## config.mk

```make
export PLATFORM = sky130hd
export DESIGN_NAME = led_ctrl_flat
export DESIGN_NICKNAME = d
export VERILOG_FILES = /design/src/rtl/led_pkg.sv /design/src/rtl/led_ctrl_if.sv /design/src/rtl/led_tick_counter.sv /design/src/rtl/led_ctrl.sv /design/src/flat_wrapper.sv
export SDC_FILE = /design/constraint.sdc
export NUM_CORES = 1
export LEC_CHECK = 0
export ABC_CLOCK_PERIOD_IN_PS = 7300
export CORE_MARGIN = 1
export CORE_UTILIZATION = 45
export CTS_CLUSTER_DIAMETER = 200
export DETAILED_ROUTE_END_ITERATION = 6
export DONT_BUFFER_PORTS = 1
export PLACE_DENSITY = 0.58
export REMOVE_ABC_BUFFERS = 1
export SYNTH_ARGS = -nofsm -noshare
export SYNTH_HDL_FRONTEND = slang
export SYNTH_SLANG_ARGS = --single-unit
```

## constraint.sdc

```tcl
create_clock -name clk -period 7.3 [get_ports clk]
set_input_delay 0.73 -clock clk [delete_from_list [all_inputs] [get_ports clk]]
set_output_delay 0.73 -clock clk [all_outputs]
set_load 0.02 [all_outputs]
```

## src/rtl/led_pkg.sv

```systemverilog
// Shared encodings for the LED controller: pattern modes, register map,
// bus FSM states and STATUS word layout.
package led_pkg;

    typedef enum logic [1:0] {
        MODE_STATIC = 2'd0,
        MODE_BLINK  = 2'd1,
        MODE_ROTATE = 2'd2,
        MODE_OFF    = 2'd3
    } led_mode_e;

    typedef enum logic [1:0] {
        REG_DATA   = 2'd0,
        REG_MODE   = 2'd1,
        REG_PERIOD = 2'd2,
        REG_STATUS = 2'd3
    } led_reg_e;

    typedef enum logic {
        BUS_IDLE = 1'b0,
        BUS_ACK  = 1'b1
    } bus_state_e;

    // STATUS word: [LED_WIDTH-1:0] last LED value, [8] blink phase, [10:9] mode.
    localparam int STATUS_PHASE_BIT = 8;
    localparam int STATUS_MODE_LSB  = 9;

endpackage

```

## src/rtl/led_ctrl_if.sv

```systemverilog
// Valid/ready register-access bus between a CPU-side requester and led_ctrl.
interface led_ctrl_if;

    logic        bus_valid;
    logic        bus_write;
    logic [1:0]  bus_addr;
    logic [31:0] bus_wdata;
    logic [31:0] bus_rdata;
    logic        bus_ready;

    modport master (
        output bus_valid, bus_write, bus_addr, bus_wdata,
        input  bus_rdata, bus_ready
    );

    modport slave (
        input  bus_valid, bus_write, bus_addr, bus_wdata,
        output bus_rdata, bus_ready
    );

endinterface

```

## src/rtl/led_tick_counter.sv

```systemverilog
// Pattern-engine period counter: counts down from the effective period and
// flags an expiry when it reaches 1, then reloads. A period of 0 acts as 1.
module led_tick_counter #(
    parameter int                      PERIOD_WIDTH = 24,
    parameter logic [PERIOD_WIDTH-1:0] RESET_PERIOD = 1
) (
    input  logic                    clk,
    input  logic                    rst_n,
    input  logic                    load_i,
    input  logic                    enable_i,
    input  logic [PERIOD_WIDTH-1:0] period_i,
    output logic                    expire_o
);

    logic [PERIOD_WIDTH-1:0] cnt_q;
    logic [PERIOD_WIDTH-1:0] reload;

    function automatic logic [PERIOD_WIDTH-1:0] eff_period(input logic [PERIOD_WIDTH-1:0] p);
        return (p == '0) ? PERIOD_WIDTH'(1) : p;
    endfunction

    assign reload = eff_period(period_i);

    // A load in the same cycle swallows the expiry: the count restarts from scratch.
    assign expire_o = enable_i && !load_i && (cnt_q <= PERIOD_WIDTH'(1));

    // Countdown with reload on explicit load or on expiry; holds when disabled.
    always_ff @(posedge clk) begin
        // NOTE: sequential state uses non-blocking assignments and the reset is
        // sampled synchronously inside the clocked block.
        if (!rst_n) begin
            cnt_q <= eff_period(RESET_PERIOD);
        end else if (load_i || expire_o) begin
            cnt_q <= reload;
        end else if (enable_i) begin
            cnt_q <= cnt_q - PERIOD_WIDTH'(1);
        end
    end

endmodule

```

## src/rtl/led_ctrl.sv

```systemverilog
// LED register controller: CPU register file behind a valid/ready bus, a
// pattern engine (static/blink/rotate/off) and a single-strobe LED write port.
module led_ctrl
    import led_pkg::*;
#(
    parameter int                      LED_WIDTH      = 6,
    parameter int                      PERIOD_WIDTH   = 24,
    parameter logic [PERIOD_WIDTH-1:0] DEFAULT_PERIOD = 24'd1000000
) (
    input  logic                 clk,
    input  logic                 rst_n,
    led_ctrl_if.slave            bus,
    output logic                 led_we,
    output logic [LED_WIDTH-1:0] led_data
);

    bus_state_e               state_q;
    logic                     ready_q;
    logic [31:0]              rdata_q;

    logic [LED_WIDTH-1:0]     data_q,   data_d;
    logic [LED_WIDTH-1:0]     shadow_q, shadow_d;
    logic [LED_WIDTH-1:0]     led_data_q, led_data_d;
    led_mode_e                mode_q,   mode_d;
    logic [PERIOD_WIDTH-1:0]  period_q, period_d;
    logic                     phase_q,  phase_d;
    logic                     led_we_q, led_we_d;
    logic                     init_q;

    logic                     accept;
    logic                     ctr_load;
    logic                     ctr_enable;
    logic                     expire;
    logic                     strobe;
    led_reg_e                 sel;
    logic [LED_WIDTH-1:0]     out_val;
    logic [31:0]              status_word;
    logic [31:0]              read_word;
    logic                     unused_wdata;

    assign sel        = led_reg_e'(bus.bus_addr);
    assign accept     = (state_q == BUS_IDLE) && bus.bus_valid;
    assign ctr_load   = accept && bus.bus_write && (sel != REG_STATUS);
    assign ctr_enable = (mode_q == MODE_BLINK) || (mode_q == MODE_ROTATE);
    assign unused_wdata = ^bus.bus_wdata;

    led_tick_counter #(
        .PERIOD_WIDTH (PERIOD_WIDTH),
        .RESET_PERIOD (DEFAULT_PERIOD)
    ) u_tick (
        .clk      (clk),
        .rst_n    (rst_n),
        .load_i   (ctr_load),
        .enable_i (ctr_enable),
        .period_i (period_d),
        .expire_o (expire)
    );

    // Register-file next state: committed writes win over engine expiries.
    always_comb begin
        // NOTE: every signal gets a default first so no path leaves it unassigned
        // (which would infer a latch).
        data_d   = data_q;
        shadow_d = shadow_q;
        mode_d   = mode_q;
        period_d = period_q;
        phase_d  = phase_q;
        strobe   = 1'b0;
        if (ctr_load) begin
            case (sel)
                REG_DATA: begin
                    data_d   = bus.bus_wdata[LED_WIDTH-1:0];
                    shadow_d = bus.bus_wdata[LED_WIDTH-1:0];
                    phase_d  = 1'b1;
                    strobe   = 1'b1;
                end
                REG_MODE: begin
                    mode_d   = led_mode_e'(bus.bus_wdata[1:0]);
                    shadow_d = data_q;
                    phase_d  = 1'b1;
                    strobe   = 1'b1;
                end
                REG_PERIOD: period_d = bus.bus_wdata[PERIOD_WIDTH-1:0];
                default: ;
            endcase
        end else if (expire) begin
            if (mode_q == MODE_BLINK) begin
                phase_d = ~phase_q;
            end else begin
                shadow_d = {shadow_q[LED_WIDTH-2:0], shadow_q[LED_WIDTH-1]};
            end
            strobe = 1'b1;
        end
    end

    // Output mux: LED value implied by the next mode/data/phase/shadow.
    always_comb begin
        case (mode_d)
            MODE_STATIC: out_val = data_d;
            MODE_BLINK:  out_val = phase_d ? data_d : '0;
            MODE_ROTATE: out_val = shadow_d;
            default:     out_val = '0;
        endcase
        led_we_d   = strobe || init_q;
        led_data_d = strobe ? out_val : (init_q ? '0 : led_data_q);
    end

    // Read mux; values are the ones held before the accepting edge.
    always_comb begin
        status_word = '0;
        status_word[LED_WIDTH-1:0]                       = led_data_q;
        status_word[STATUS_PHASE_BIT]                    = phase_q;
        status_word[STATUS_MODE_LSB+1:STATUS_MODE_LSB]   = mode_q;
        case (sel)
            REG_DATA:   read_word = 32'(data_q);
            REG_MODE:   read_word = 32'(mode_q);
            REG_PERIOD: read_word = 32'(period_q);
            default:    read_word = status_word;
        endcase
    end

    // Bus FSM: one ACK cycle per accepted access, requests ignored during ACK.
    always_ff @(posedge clk) begin
        if (!rst_n) begin
            state_q <= BUS_IDLE;
            ready_q <= 1'b0;
            rdata_q <= '0;
        end else begin
            case (state_q)
                BUS_IDLE: begin
                    if (bus.bus_valid) begin
                        state_q <= BUS_ACK;
                        ready_q <= 1'b1;
                        rdata_q <= read_word;
                    end
                end
                default: begin
                    state_q <= BUS_IDLE;
                    ready_q <= 1'b0;
                    rdata_q <= '0;
                end
            endcase
        end
    end

    // Register file and LED write port; init_q requests one zero write after reset.
    always_ff @(posedge clk) begin
        if (!rst_n) begin
            data_q     <= '0;
            shadow_q   <= '0;
            mode_q     <= MODE_STATIC;
            period_q   <= DEFAULT_PERIOD;
            phase_q    <= 1'b1;
            led_we_q   <= 1'b0;
            led_data_q <= '0;
            init_q     <= 1'b1;
        end else begin
            data_q     <= data_d;
            shadow_q   <= shadow_d;
            mode_q     <= mode_d;
            period_q   <= period_d;
            phase_q    <= phase_d;
            led_we_q   <= led_we_d;
            led_data_q <= led_data_d;
            init_q     <= 1'b0;
        end
    end

    assign bus.bus_ready = ready_q;
    assign bus.bus_rdata = rdata_q;
    assign led_we        = led_we_q;
    assign led_data      = led_data_q;

endmodule

```

## src/flat_wrapper.sv

```systemverilog
// flat-port wrapper written by rule: the top's interface ports become plain ports
module led_ctrl_flat import led_pkg::*;
#(
    parameter int                      LED_WIDTH      = 6,
    parameter int                      PERIOD_WIDTH   = 24,
    parameter logic [PERIOD_WIDTH-1:0] DEFAULT_PERIOD = 24'd1000000
)
  (clk, rst_n, led_we, led_data, bus_bus_valid, bus_bus_write, bus_bus_addr, bus_bus_wdata, bus_bus_rdata, bus_bus_ready);
  led_ctrl_if bus_i ();
  input  logic clk;
  input  logic rst_n;
  output logic led_we;
  output logic [LED_WIDTH-1:0] led_data;
  input wire logic [$bits(bus_i.bus_valid)-1:0] bus_bus_valid;
  input wire logic [$bits(bus_i.bus_write)-1:0] bus_bus_write;
  input wire logic [$bits(bus_i.bus_addr)-1:0] bus_bus_addr;
  input wire logic [$bits(bus_i.bus_wdata)-1:0] bus_bus_wdata;
  output wire logic [$bits(bus_i.bus_rdata)-1:0] bus_bus_rdata;
  output wire logic [$bits(bus_i.bus_ready)-1:0] bus_bus_ready;
  assign bus_i.bus_valid = bus_bus_valid;
  assign bus_i.bus_write = bus_bus_write;
  assign bus_i.bus_addr = bus_bus_addr;
  assign bus_i.bus_wdata = bus_bus_wdata;
  assign bus_bus_rdata = bus_i.bus_rdata;
  assign bus_bus_ready = bus_i.bus_ready;
  led_ctrl #(.LED_WIDTH(LED_WIDTH), .PERIOD_WIDTH(PERIOD_WIDTH), .DEFAULT_PERIOD(DEFAULT_PERIOD)) u_core (.clk(clk), .rst_n(rst_n), .bus(bus_i), .led_we(led_we), .led_data(led_data));
endmodule
```

### After elaboration in Yosys (flattened, before gate mapping)

Cells that the tools add are included.

| storage, ports and cells | value |
|---|---|
| bits in latches | 0 |
| bits of input ports | 38 |
| logic and storage cells | 67 |
| memories kept | 0 |
| register bits | 105 |
| bits in writable memories | 0 |
| bits in read-only memories | 0 |

| cells by class | value |
|---|---|
| reductions and logical operators | 16 |
| bitwise operators | 3 |
| eq/ne operators | 7 |
| div/mod/pow operators | 0 |
| multiply operators | 0 |
| mux-type cells | 27 |
| $lt $le $gt $ge | 1 |
| add/subtract/negate cells | 1 |
| shift-type cells | 0 |

Operators with widths:

| cell | count |
|---|---|
| $mux W24 | 5 |
| $pmux W24 S3 | 1 |
| $mux W6 | 8 |
| $le A24 B1 Y1 const B | 1 |
| $logic_not A24 Y1 | 1 |
| $sub A24 B1 Y24 const B | 1 |
| $pmux W6 S3 | 1 |
| $pmux W6 S2 | 1 |
| $mux W1 | 9 |
| $eq A2 B1 Y1 const B | 3 |
| $eq A2 B2 Y1 const B | 3 |
| $logic_and A1 B1 Y1 | 5 |
| $logic_not A2 Y1 | 2 |
| $mux W2 | 2 |
| $reduce_bool A2 Y1 | 2 |
| $reduce_or A2 Y1 | 2 |
| $logic_or A1 B1 Y1 | 3 |
| $not A1 Y1 | 3 |
| $ne A2 B2 Y1 const B | 1 |
| $logic_not A1 Y1 | 1 |

### Depth between registers and ports, before layout

Gate-level depths: netlist of the first run.

| logic depth | value |
|---|---|
| depth in word-level cells | 12 |
| depth in mapped cells | 10 |
| gate-level depth less buffers | 8 |

### Hierarchy

From an unflattened synthesis of the first run, not the netlist that was laid out.

| unflattened totals | value |
|---|---|
| cell total of the unflattened synthesis | 540 |
| area total of the unflattened synthesis | 4727.0 um^2 |

Modules (own cells, without submodules):

| module | area an instance (um^2) | sequential area each (um^2) | times used | cells each |
|---|---|---|---|---|
| led_ctrl | 3111.7 | 1461.4 | 1 | 320 |
| led_tick_counter | 1615.3 | 480.5 | 1 | 220 |

### Worst setup path before layout of the first run

OpenSTA, ideal clock, no wires.

| timing path | value |
|---|---|
| path type | input port to flip-flop |
| start | input bus_bus_addr[0] |
| end | register u_core.u_tick.cnt_q[9] |
| arrival time | 2.396 ns |
| data required time | 7.171 ns |
| slack | 4.775 ns |
| stages on the path | 9 |
| cells stage by stage | and3b_1 > clkbuf_1 > and3b_1 > clkbuf_1 > buf_1 > mux2i_1 > mux2i_1 > o22ai_1 > nand2_1 |

| between the ends | value |
|---|---|
| word-level cells in the longest chain between the ends | 7 |
| elaborated cells on any way between the ends | 13 |
| classes of those cells | eq/ne (2); mux (4); reduce/logical (7) |

Ends and longest elaborated chain:

| what | RTL line | RTL |
|---|---|---|
| start, declared | flat_wrapper.sv:16 | `input wire logic [$bits(bus_i.bus_addr)-1:0] bus_bus_addr;` |
| branches (longest 7 deep; another with $mux W24) | - |  |
| end signal, assigned | led_tick_counter.sv:32 | `cnt_q <= eff_period(RESET_PERIOD);` |
| end signal, assigned | led_tick_counter.sv:34 | `cnt_q <= reload;` |
| end signal, assigned | led_tick_counter.sv:36 | `cnt_q <= cnt_q - PERIOD_WIDTH'(1);` |
| end, declared | led_tick_counter.sv:15 | `logic [PERIOD_WIDTH-1:0] cnt_q;` |

Parallel ways; which one is timed is not known.
A chain may end at the register's enable or synchronous reset.

### Worst setup path in the final report of the first run

| timing path | value |
|---|---|
| start | register u_core.mode_q[1] |
| end | register u_core.u_tick.cnt_q[7] |

| between the ends | value |
|---|---|
| word-level cells in the longest chain between the ends | 6 |
| elaborated cells on any way between the ends | 8 |
| classes of those cells | eq/ne (2); mux (1); reduce/logical (5) |

Ends and longest elaborated chain:

| what | RTL line | RTL |
|---|---|---|
| start, declared | led_ctrl.sv:24 | `led_mode_e mode_q, mode_d;` |
| start signal, assigned | led_ctrl.sv:160 | `mode_q <= mode_d;` |
| $eq A2 B1 Y1 or $eq A2 B2 Y1 (tied branches) | led_ctrl.sv:44 | `assign ctr_enable = (mode_q == MODE_BLINK) \|\| (mode_q == MODE_ROTATE);` |
| $logic_or A1 B1 Y1 (*) | led_ctrl.sv:44 |  |
| $logic_and A1 B1 Y1 (2 in a row) | led_tick_counter.sv:25 | `assign expire_o = enable_i && !load_i && (cnt_q <= PERIOD_WIDTH'(1));` |
| $logic_or A1 B1 Y1 | led_tick_counter.sv:33 | `end else if (load_i \|\| expire_o) begin` |
| $mux W24 or $reduce_bool A2 Y1 (tied branches) | - |  |

Every way passes the cells marked *; elsewhere a longest branch is shown, timed or not.

==> results of run 1 <==
-- state kept, by name, summed over array words and instances (netlist names), 2 cells and up --
name                  cells
u_core.shadow_q           6
u_core.led_data           6
u_core.bus.bus_rdata     24
u_core.u_tick.cnt_q      24
u_core.period_q          24
u_core.mode_q             2
u_core.data_q             6
-- cell families after synthesis --
kind of cell	share of synthesized area, %
adders and majority gates	0.802
and+or+nand+nor	24.0
DFF	41.5
other	0.0801
muxes	9.12
AOI/OAI and AO/OA	18.8
buffers and inverters	5.75
-- power by group --
| part | internal (µW) | switching [µW] |
|---|---|---|
| Sequential | 543 | 17.6 |
| Combinational | 32.9 | 60.3 |
| Clock | 168 | 199 |
-- routing by layer --
metal / vias to the layer above / global-route usage, % / routed length (µm)
met4: 0 / 7.14 / 183
li1: 1923 / - / -
met3: 18 / 5.70 / 969
met1: 1937 / 34.4 / 5930
met5: - / 0 / 0
met2: 169 / 35.2 / 5500
-- worst max-delay path by stage --
stage	end	slack (ns)	depth (start not counted)
after CTS	u_core.u_tick.cnt_q[22]$_SDFFE_PN0P_	4.43	7
after global placement	u_core.u_tick.cnt_q[6]$_SDFFE_PN1P_	4.06	6
after global routing	u_core.u_tick.cnt_q[2]$_SDFFE_PN0P_	4.12	9
after detailed placement	u_core.u_tick.cnt_q[22]$_SDFFE_PN0P_	4.05	7
after floorplan	u_core.u_tick.cnt_q[22]$_SDFFE_PN0P_	4.20	6
final	u_core.u_tick.cnt_q[7]$_SDFFE_PN0P_	4.40	9
-- layout make-up --
| cell class | instances | share of cell area, % |
|---|---|---|
| flip-flops and latches | 97 | 39.9 |
| well taps | 133 | 3.42 |
| clock inverters | 6 | 1.36 |
| repair buffers | 4 | 0.617 |
| clock buffers | 10 | 2.83 |
| multi-input cells | 402 | 51.3 |
| inverters | 8 | 0.617 |
-- critical path, cell delays in order (launching register included) --
cell and delay (ns):
dfxtp_1 0.45, inv_1 0.07, ha_1 0.27, buf_4 0.23, nor2_1 0.14, nor4bb_1 0.50
and2_1 0.57, nor2_1 0.22, a32oi_1 0.23, o21ai_0 0.08
-- cell usage after synthesis (9+ instances only) --
cell type / number / share of area (%)
dfxtp_1: 97 / 41
nand2_1: 76 / 6.1
nor2_1: 70 / 5.6
a21oi_1: 32 / 3.4
mux2i_1: 28 / 6.0
clkbuf_1: 21 / 1.7
a22oi_1: 19 / 3.0
nor3_1: 16 / 1.7
nor4_1: 16 / 2.1
o221ai_1: 12 / 2.2
nand3_1: 10 / 1.1
mux2_2: 9 / 2.2
-- through the flow --
step | worst slack, ns | hold WS, ns | cells | utilization (%) | total power, µW
3_5_place_dp | 4.05 | 0.449 | 644 | 47.1 | 665
6_report | 4.40 | 0.418 | 660 | 49.1 | 1020
2_1_floorplan | 4.20 | 0.423 | 507 | - | 641
4_1_cts | 4.43 | 0.404 | 660 | 49.1 | 1020
5_1_grt | 4.12 | 0.402 | 660 | 49.1 | 1060
3_3_place_gp | 4.06 | 0.439 | 644 | 47.1 | 664
==> results.sh, run 1 <==
export IMPL_htreeDepth=3
export IMPL_clock_sinks=97
export IMPL_startpoint_type="flop"
export IMPL_n_fill_cell=978
export IMPL_nets=563
export IMPL_cp_required_ns=7.56
export IMPL_grt_pass1_vias=3725
export IMPL_path_clk_slew_ns=0.10
export IMPL_synthFlopType="dfxtp_1"
export IMPL_r2r_end="u_core.u_tick.cnt_q[7]$_SDFFE_PN0P_"
export IMPL_r2r_start="u_core.mode_q[1]$_SDFF_PN0_"
export IMPL_cp_arrival_ns=3.15
export IMPL_finalInstanceArea_mm2=0.00487
export IMPL_min_path_type="in2reg"
export IMPL_layout_min_cycle_time_ns=2.90
export IMPL_critPathMaxFanout=29
export IMPL_drt_wl_total_um=12600
export IMPL_synthArstFlopShare_pct=0
export IMPL_p_per_area_mw_per_mm2=210
export IMPL_max_freq_mhz=345
export IMPL_r2r_slack_ns=4.40
export IMPL_cts_tree="done"
export IMPL_hold_buffers=0
export IMPL_min_period_over_period_pct=39.7
export IMPL_crit_type="reg2reg"
export IMPL_ys_ff_latch=97
export IMPL_grt_util_all_layers_pct=23.9
export IMPL_die_y_um=104
export IMPL_die_w_um=104
export IMPL_cts_buffers=9
export IMPL_grt_first_pass_wirelength_um=20500
export IMPL_ff2ff_path_depth=9
export IMPL_hold_viol_final=0
export IMPL_hp_start="rst_n"
export IMPL_layout_commonest_cell="dfxtp_1"
export IMPL_grt_start_max_net_pins=39
export IMPL_synth_edf_count=0
export IMPL_post_route_drc_count=0
export IMPL_final_cell_mix="dfxtp_1, nand2_1, nor2_1"
export IMPL_portBuffers=0
export IMPL_antenna_found_initial=0
export IMPL_rsz0062_at_grt="false"
export IMPL_slew_headroom_pct=9.52
export IMPL_rows=36
export IMPL_endpoint_kind="flop"
export IMPL_drtIter0Drc=372
export IMPL_n_antenna_cell=0
export IMPL_clock_latency_ns=0.37
export IMPL_start_util_pct=47.2
export IMPL_min_to="u_core.period_q[17]$_SDFF_PN1_"
export IMPL_multi_input_area_mm2=0.00250
export IMPL_cts_root_buf="clkbuf_8"
export IMPL_clock_skew_ns=0.00816
export IMPL_vias_per_cell=6.13
export IMPL_yosysSeqAreaShare_pct=41.5
export IMPL_synthCells=542
export IMPL_worstMarginPinSlew_ns=1.34
export IMPL_die_area_mm2=0.0108
export IMPL_final_max_slew_viol_count=0
export IMPL_avgSynthCellArea_um2=8.64
export IMPL_synthDistinctLibCells=69
export IMPL_drive_gt1_share_pct=9.11
export IMPL_ir_worst_vdd_v=0.0000825
export IMPL_netlist_area_mm2=0.00468
export IMPL_overflow=0
export IMPL_post_cts_buffers=0
export IMPL_whs_path_depth=1
export IMPL_leakage_uw=0.00169
export IMPL_setup_viol=0
export IMPL_clockBufferDepth=2
export IMPL_setup_tns_final_ns=0
export IMPL_maxCapViolCount=0
export IMPL_ios=78
export IMPL_drtAntennaViolNets=0
export IMPL_num_vias=4047
export IMPL_yosysWarnings=0
export IMPL_register_area_mm2=0.00194
export IMPL_run_status="finished clean"
export IMPL_dpl_cell_area_mm2=0.00466
export IMPL_syn2layout_area_growth_pct=4.01
export IMPL_ctsResizeCount=0
export IMPL_worstSetupStartpoint="u_core.mode_q[1]$_SDFF_PN0_"
export IMPL_wl_per_cell_um=19.1
export IMPL_core_area_mm2=0.00991
export IMPL_dr_pass1_iters=5
export IMPL_gp_congestion=0.856
export IMPL_dp_hpwl_um=9110
Power figures use the tool's default switching activity.
==> inputs of run 2 (changes only) <==
Settings changed: ABC_CLOCK_PERIOD_IN_PS 7300 to 2700.
Clock period 7.3 ns to 2.7 ns, I/O delays scaled along.
==> run 2 against run 1 <==
  * First-iteration DRC count down 13%
  * Clock power increased by 150%
  * Combinational power increased to 2.9 times the previous value
  * Clock skew is 0.0069 ns higher
  * Design area is 2.7% higher
  * Sequential share of layout area shrank 1.0 points
  * Cell count is 3.0% higher
  * Fmax up 15%
  * Setup slack worse by 4.2 ns
  * Sequential cell count stayed put
==> results.sh, run 2 (same netlist as run 1, synthesis figures left out) <==
export IMPL_cts_buffers=9
export IMPL_dr_pass1_iters=5
export IMPL_wl_per_cell_um=19.0
export IMPL_ios=78
export IMPL_worstMarginPinSlew_ns=1.14
export IMPL_run_status="finished clean"
export IMPL_overflow=0
export IMPL_slew_headroom_pct=23.0
export IMPL_grt_util_all_layers_pct=24.2
export IMPL_layout_min_cycle_time_ns=2.52
export IMPL_final_cell_mix="dfxtp_1, nand2_1, nor2_1"
export IMPL_use_met1_pct=35.8
export IMPL_cp_arrival_ns=2.76
export IMPL_n_fill_cell=1000
export IMPL_maxCapViolCount=0
export IMPL_met3_usage_pct=4.20
export IMPL_num_vias=4133
export IMPL_grt_busiest_layer="met2"
export IMPL_met2_usage_pct=36.0
export IMPL_r2r_start="u_core.u_tick.cnt_q[2]$_SDFFE_PN0P_"
export IMPL_p_per_area_mw_per_mm2=539
export IMPL_timing_final_ws_setup_ns=0.176
export IMPL_dp_hpwl_um=9350
export IMPL_syn2layout_area_growth_pct=6.82
export IMPL_htreeDepth=3
export IMPL_crit_chain="or4_4, nor4b_4, nand4_2, or2_0, a311oi_4, o221ai_2"
export IMPL_ir_worst_vdd_v=0.000234
export IMPL_seq_power_share_pct=56.2
export IMPL_start_util_pct=47.2
export IMPL_setup_tns_final_ns=0
export IMPL_portBuffers=0
export IMPL_rows=36
export IMPL_r2r_slack_ns=0.18
export IMPL_cts_tree="done"
export IMPL_final_max_slew_viol_count=0
export IMPL_p_int_uw=1920
export IMPL_drtAntennaViolNets=0
export IMPL_drt_wl_total_um=12900
export IMPL_n_antenna_cell=0
export IMPL_drive_gt1_share_pct=12.4
export IMPL_post_route_drc_count=0
export IMPL_min_period_over_period_pct=93.5
export IMPL_gp_congestion=0.861
export IMPL_setup_viol=0
export IMPL_min_path_type="in2reg"
export IMPL_rsz0062_at_grt="false"
export IMPL_critPathMaxFanout=6
export IMPL_max_stage_delay_ns=0.59
export IMPL_die_area_mm2=0.0108
export IMPL_clock_sinks=97
export IMPL_hold_viol_final=0
export IMPL_nets=583
export IMPL_crit_slowest_cell="or4_4"
export IMPL_core_area_mm2=0.00991
export IMPL_cts_root_buf="clkbuf_8"
export IMPL_crit_type="reg2reg"
export IMPL_startpoint_type="flop"
export IMPL_max_freq_mhz=396
export IMPL_antenna_found_initial=0
export IMPL_clockBufferDepth=2
export IMPL_path_clk_slew_ns=0.10
export IMPL_grt_first_pass_wirelength_um=20600
export IMPL_layout_commonest_cell="dfxtp_1"
export IMPL_p_clk_share_pct=33.8
export IMPL_worstSetupStartpoint="u_core.u_tick.cnt_q[2]$_SDFFE_PN0P_"
export IMPL_post_place_ws_ns=0.201
export IMPL_leakage_uw=0.00179
export IMPL_swShare_pct=28.7
export IMPL_grt_pass1_vias=3695
export IMPL_endpoint_kind="flop"
export IMPL_ff2ff_path_depth=6
export IMPL_die_y_um=104
export IMPL_combPwrFrac_pct=10.0
export IMPL_cp_required_ns=2.93
export IMPL_clock_skew_ns=0.0150
export IMPL_clock_latency_ns=0.37
export IMPL_r2r_end="u_core.led_data[4]$_SDFFE_PN0P_"
export IMPL_vias_per_cell=6.08
export IMPL_die_w_um=104
export IMPL_endpoint="u_core.led_data[4]$_SDFFE_PN0P_"
export IMPL_drtIter0Drc=323
export IMPL_switching_power_uw=774
export IMPL_grt_start_max_net_pins=38
[run 2: worst max-delay path, delay by kind of cell (launching register included)]
| family | cells | cell delay (ns) |
|---|---|---|
| simple gates | 4 | 1.51 |
| compound gates | 2 | 0.50 |
| flops | 1 | 0.37 |
[run 2: final cells by class]
class	instances	area, µm²	share of cell area [%]
Multi-Input combinational cell	402	2500	49.9
Sequential cell	97	1940	38.8
Timing Repair Buffer	24	183	3.65
Tap cell	133	166	3.33
Clock buffer	9	124	2.48
Clock inverter	7	57.6	1.15
Inverter	8	30.0	0.601
[run 2: worst min-delay path by stage]
stage,startpoint,depth (start not counted),slack [ns],to
floorplan,rst_n,1,0.33,u_core.period_q[14]$_SDFF_PN1_
global placement,rst_n,1,0.34,u_core.period_q[9]$_SDFF_PN1_
detailed placement,rst_n,1,0.34,u_core.period_q[19]$_SDFF_PN1_
CTS,rst_n,1,0.005,u_core.u_tick.cnt_q[0]$_SDFFE_PN0P_
global route,rst_n,1,0.01,u_core.period_q[3]$_SDFF_PN0_
finish,rst_n,1,0.02,u_core.u_tick.cnt_q[0]$_SDFFE_PN0P_
[run 2: layer usage]
metal  part of all wire, %  up-vias
met5                     0        -
met1                    49     1991
met3                   5.9       16
met4                   1.3        0
li1                      -     1970
met2                    44      156
[run 2: what timing repair did]
action | CTS | global route
hold endpoints to repair | 13 | 0
setup buffers | 0 | 0
hold buffers | 1 | 0
setup endpoints to repair | 0 | 1
resized for setup | 0 | 1
[run 2: power groups by stage]
| stage | combinational, µW | sequential [µW] | clock (µW) |
|---|---|---|---|
| after floorplan | 194 | 1540 | 0 |
| after detailed placement | 261 | 1550 | 0 |
| after global placement | 259 | 1550 | 0 |
| after CTS | 268 | 1510 | 928 |
| final | 270 | 1520 | 911 |
| after global routing | 299 | 1520 | 979 |
[run 2: metrics by stage]
stage / instances / util [%] / hold slack [ns] / cell area, µm² / total power [µW]
finish: 680 / 50.5 / 0.0222 / 5000 / 2700
global route: 680 / 50.5 / 0.0144 / 5000 / 2800
CTS: 680 / 50.4 / 0.00491 / 5000 / 2710
detailed placement: 663 / 48.5 / 0.338 / 4810 / 1810
global placement: 663 / 48.5 / 0.336 / 4810 / 1810
floorplan: 507 / - / 0.332 / 4470 / 1730
==> inputs of run 3 (changes only) <==
Settings changed: CORE_MARGIN 1 to 2.
==> run 3 against run 2 <==
  * Highest routed layer unchanged
  * Critical path depth stayed put
  * Fmax fell by 2.0%
  * Non-clock buffer count fell by 4
  * Sequential power hardly changed
  * Via count fell by 2.2%
  * Hold slack worse by 0.0037 ns
  * Sequential cell count unchanged
  * Combinational power down 2%
  * Die area increased by 3.9%
  * Clock skew down 0.0035 ns
==> results.sh, run 3 (same netlist as run 1, synthesis figures left out) <==
export IMPL_run_status="finished clean"
export IMPL_drt_wl_total_um=12900
export IMPL_min_period_over_period_pct=95.4
export IMPL_dp_hpwl_um=9390
export IMPL_swShare_pct=25.4
export IMPL_startpoint_type="flop"
export IMPL_syn2layout_area_growth_pct=7.46
export IMPL_ff2ff_path_depth=6
export IMPL_drtAntennaViolNets=0
export IMPL_die_area_mm2=0.0112
export IMPL_final_max_slew_viol_count=0
export IMPL_cp_arrival_ns=2.83
export IMPL_switching_power_uw=743
export IMPL_p_clk_share_pct=39.1
export IMPL_min_to="u_core.bus.bus_ready$_SDFFE_PP0P_"
export IMPL_clock_skew_ns=0.0115
export IMPL_rsz0062_at_grt="false"
export IMPL_clockBufferDepth=2
export IMPL_r2r_start="u_core.u_tick.cnt_q[6]$_SDFFE_PN1P_"
export IMPL_endpoint_kind="flop"
export IMPL_max_freq_mhz=388
export IMPL_post_route_drc_count=0
export IMPL_hp_start="bus_bus_valid"
export IMPL_final_cell_mix="dfxtp_1, nand2_1, nor2_1"
export IMPL_cts_root_buf="clkbuf_8"
export IMPL_combPwrFrac_pct=9.1
export IMPL_r2r_slack_ns=0.12
export IMPL_drtIter0Drc=396
export IMPL_portBuffers=0
export IMPL_min_path_type="in2reg"
export IMPL_whs_path_depth=2
export IMPL_drive_gt1_share_pct=11.4
export IMPL_grt_first_pass_wirelength_um=20800
export IMPL_dr_pass1_iters=5
export IMPL_p_per_area_mw_per_mm2=581
export IMPL_crit_type="reg2reg"
export IMPL_die_y_um=106
export IMPL_path_clk_slew_ns=0.10
export IMPL_vias_per_cell=5.96
export IMPL_slew_headroom_pct=15.8
export IMPL_antenna_found_initial=0
export IMPL_cts_tree="done"
export IMPL_num_vias=4042
export IMPL_maxCapViolCount=0
export IMPL_ir_worst_vdd_v=0.000284
export IMPL_wl_per_cell_um=19.1
export IMPL_cts_buffers=9
export IMPL_leakage_uw=0.00179
export IMPL_clock_latency_ns=0.38
export IMPL_nets=579
export IMPL_gp_congestion=0.878
export IMPL_setup_tns_final_ns=0
export IMPL_grt_start_max_net_pins=29
export IMPL_layout_cells_non_filler=678
export IMPL_cp_required_ns=2.95
export IMPL_ios=78
export IMPL_start_util_pct=45.8
export IMPL_r2r_end="u_core.led_data[4]$_SDFFE_PN0P_"
export IMPL_layout_commonest_cell="dfxtp_1"
export IMPL_ctsResizeCount=0
export IMPL_p_int_uw=2180
export IMPL_core_area_mm2=0.0102
export IMPL_n_fill_cell=991
export IMPL_setup_viol=0
export IMPL_rows=37
export IMPL_critPathMaxFanout=7
export IMPL_htreeDepth=3
export IMPL_post_place_cells=662
export IMPL_hold_viol_final=0
export IMPL_grt_util_all_layers_pct=23.7
export IMPL_layout_min_cycle_time_ns=2.58
export IMPL_n_antenna_cell=0
export IMPL_die_w_um=106
export IMPL_overflow=0
export IMPL_grt_pass1_vias=3804
export IMPL_seq_power_share_pct=51.9
export IMPL_clock_sinks=97
export IMPL_worstMarginPinSlew_ns=1.24
## run 3: cell count changes in the layout (fill, tap and decap cells not counted), sizes merged
| cell | change |
|---|---|
| bufinv | +3 |
| buf | -4 |
| clkinv | -1 |
| clkinvlp | +1 |
| inv | -4 |
## run 3: stage by stage
step | util (%) | hold slack, ns | setup slack [ns] | power (µW) | instance area [µm²]
after floorplan | - | 0.332 | -0.326 | 1730 | 4470
after global placement | 46.7 | 0.335 | 0.175 | 1800 | 4780
after detailed placement | 46.7 | 0.338 | 0.124 | 1810 | 4780
after CTS | 49.2 | 0.0120 | 0.123 | 2930 | 5030
after global routing | 49.2 | 0.0180 | 0.0107 | 3020 | 5030
final | 49.2 | 0.0185 | 0.123 | 2920 | 5030
## run 3: layer usage
metal  share of wire, %  global-route usage [%]
met1                 48                    33.2
met2                 44                    37.1
met3                6.6                    4.41
met4                1.3                    7.33
met5                  0                       0
## run 3: worst max-delay path: stages (launching register included)
cell,delay [ns]
dfxtp_1,0.37
or4_4,0.61
nor4b_4,0.33
nand4_2,0.21
or2_0,0.40
a311oi_4,0.39
o221ai_2,0.14
## run 3: worst max-delay path by stage
stage,start,endpoint,cells past startpoint
2_1_floorplan,u_core.mode_q[1]$_SDFF_PN0_,u_core.u_tick.cnt_q[22]$_SDFFE_PN0P_,8
3_3_place_gp,u_core.u_tick.cnt_q[6]$_SDFFE_PN1P_,u_core.led_data[4]$_SDFFE_PN0P_,6
3_5_place_dp,u_core.u_tick.cnt_q[6]$_SDFFE_PN1P_,u_core.led_data[4]$_SDFFE_PN0P_,6
4_1_cts,u_core.u_tick.cnt_q[6]$_SDFFE_PN1P_,u_core.led_data[4]$_SDFFE_PN0P_,6
5_1_grt,u_core.u_tick.cnt_q[6]$_SDFFE_PN1P_,u_core.led_data[4]$_SDFFE_PN0P_,6
6_report,u_core.u_tick.cnt_q[6]$_SDFFE_PN1P_,u_core.led_data[4]$_SDFFE_PN0P_,6
## run 3: power groups by stage
stage / registers [µW] / logic, µW / clock network, µW
6_report: 1520 / 265 / 1140
5_1_grt: 1520 / 294 / 1200
4_1_cts: 1520 / 263 / 1150
3_5_place_dp: 1550 / 256 / 0
3_3_place_gp: 1550 / 253 / 0
2_1_floorplan: 1540 / 194 / 0
## run 3: final cells by class
class,count,area [µm²],area share (%)
Clock buffer,9,124,2.46
Clock inverter,6,115,2.29
Inverter,8,30.0,0.597
Multi-Input combinational cell,402,2500,49.6
Sequential cell,97,1940,38.6
Tap cell,136,170,3.38
Timing Repair Buffer,20,153,3.03
## run 3: timing repair
item,in CTS,in global routing
endpoints found under the hold margin,13,0
hold buffers,1,0
setup buffers,0,0
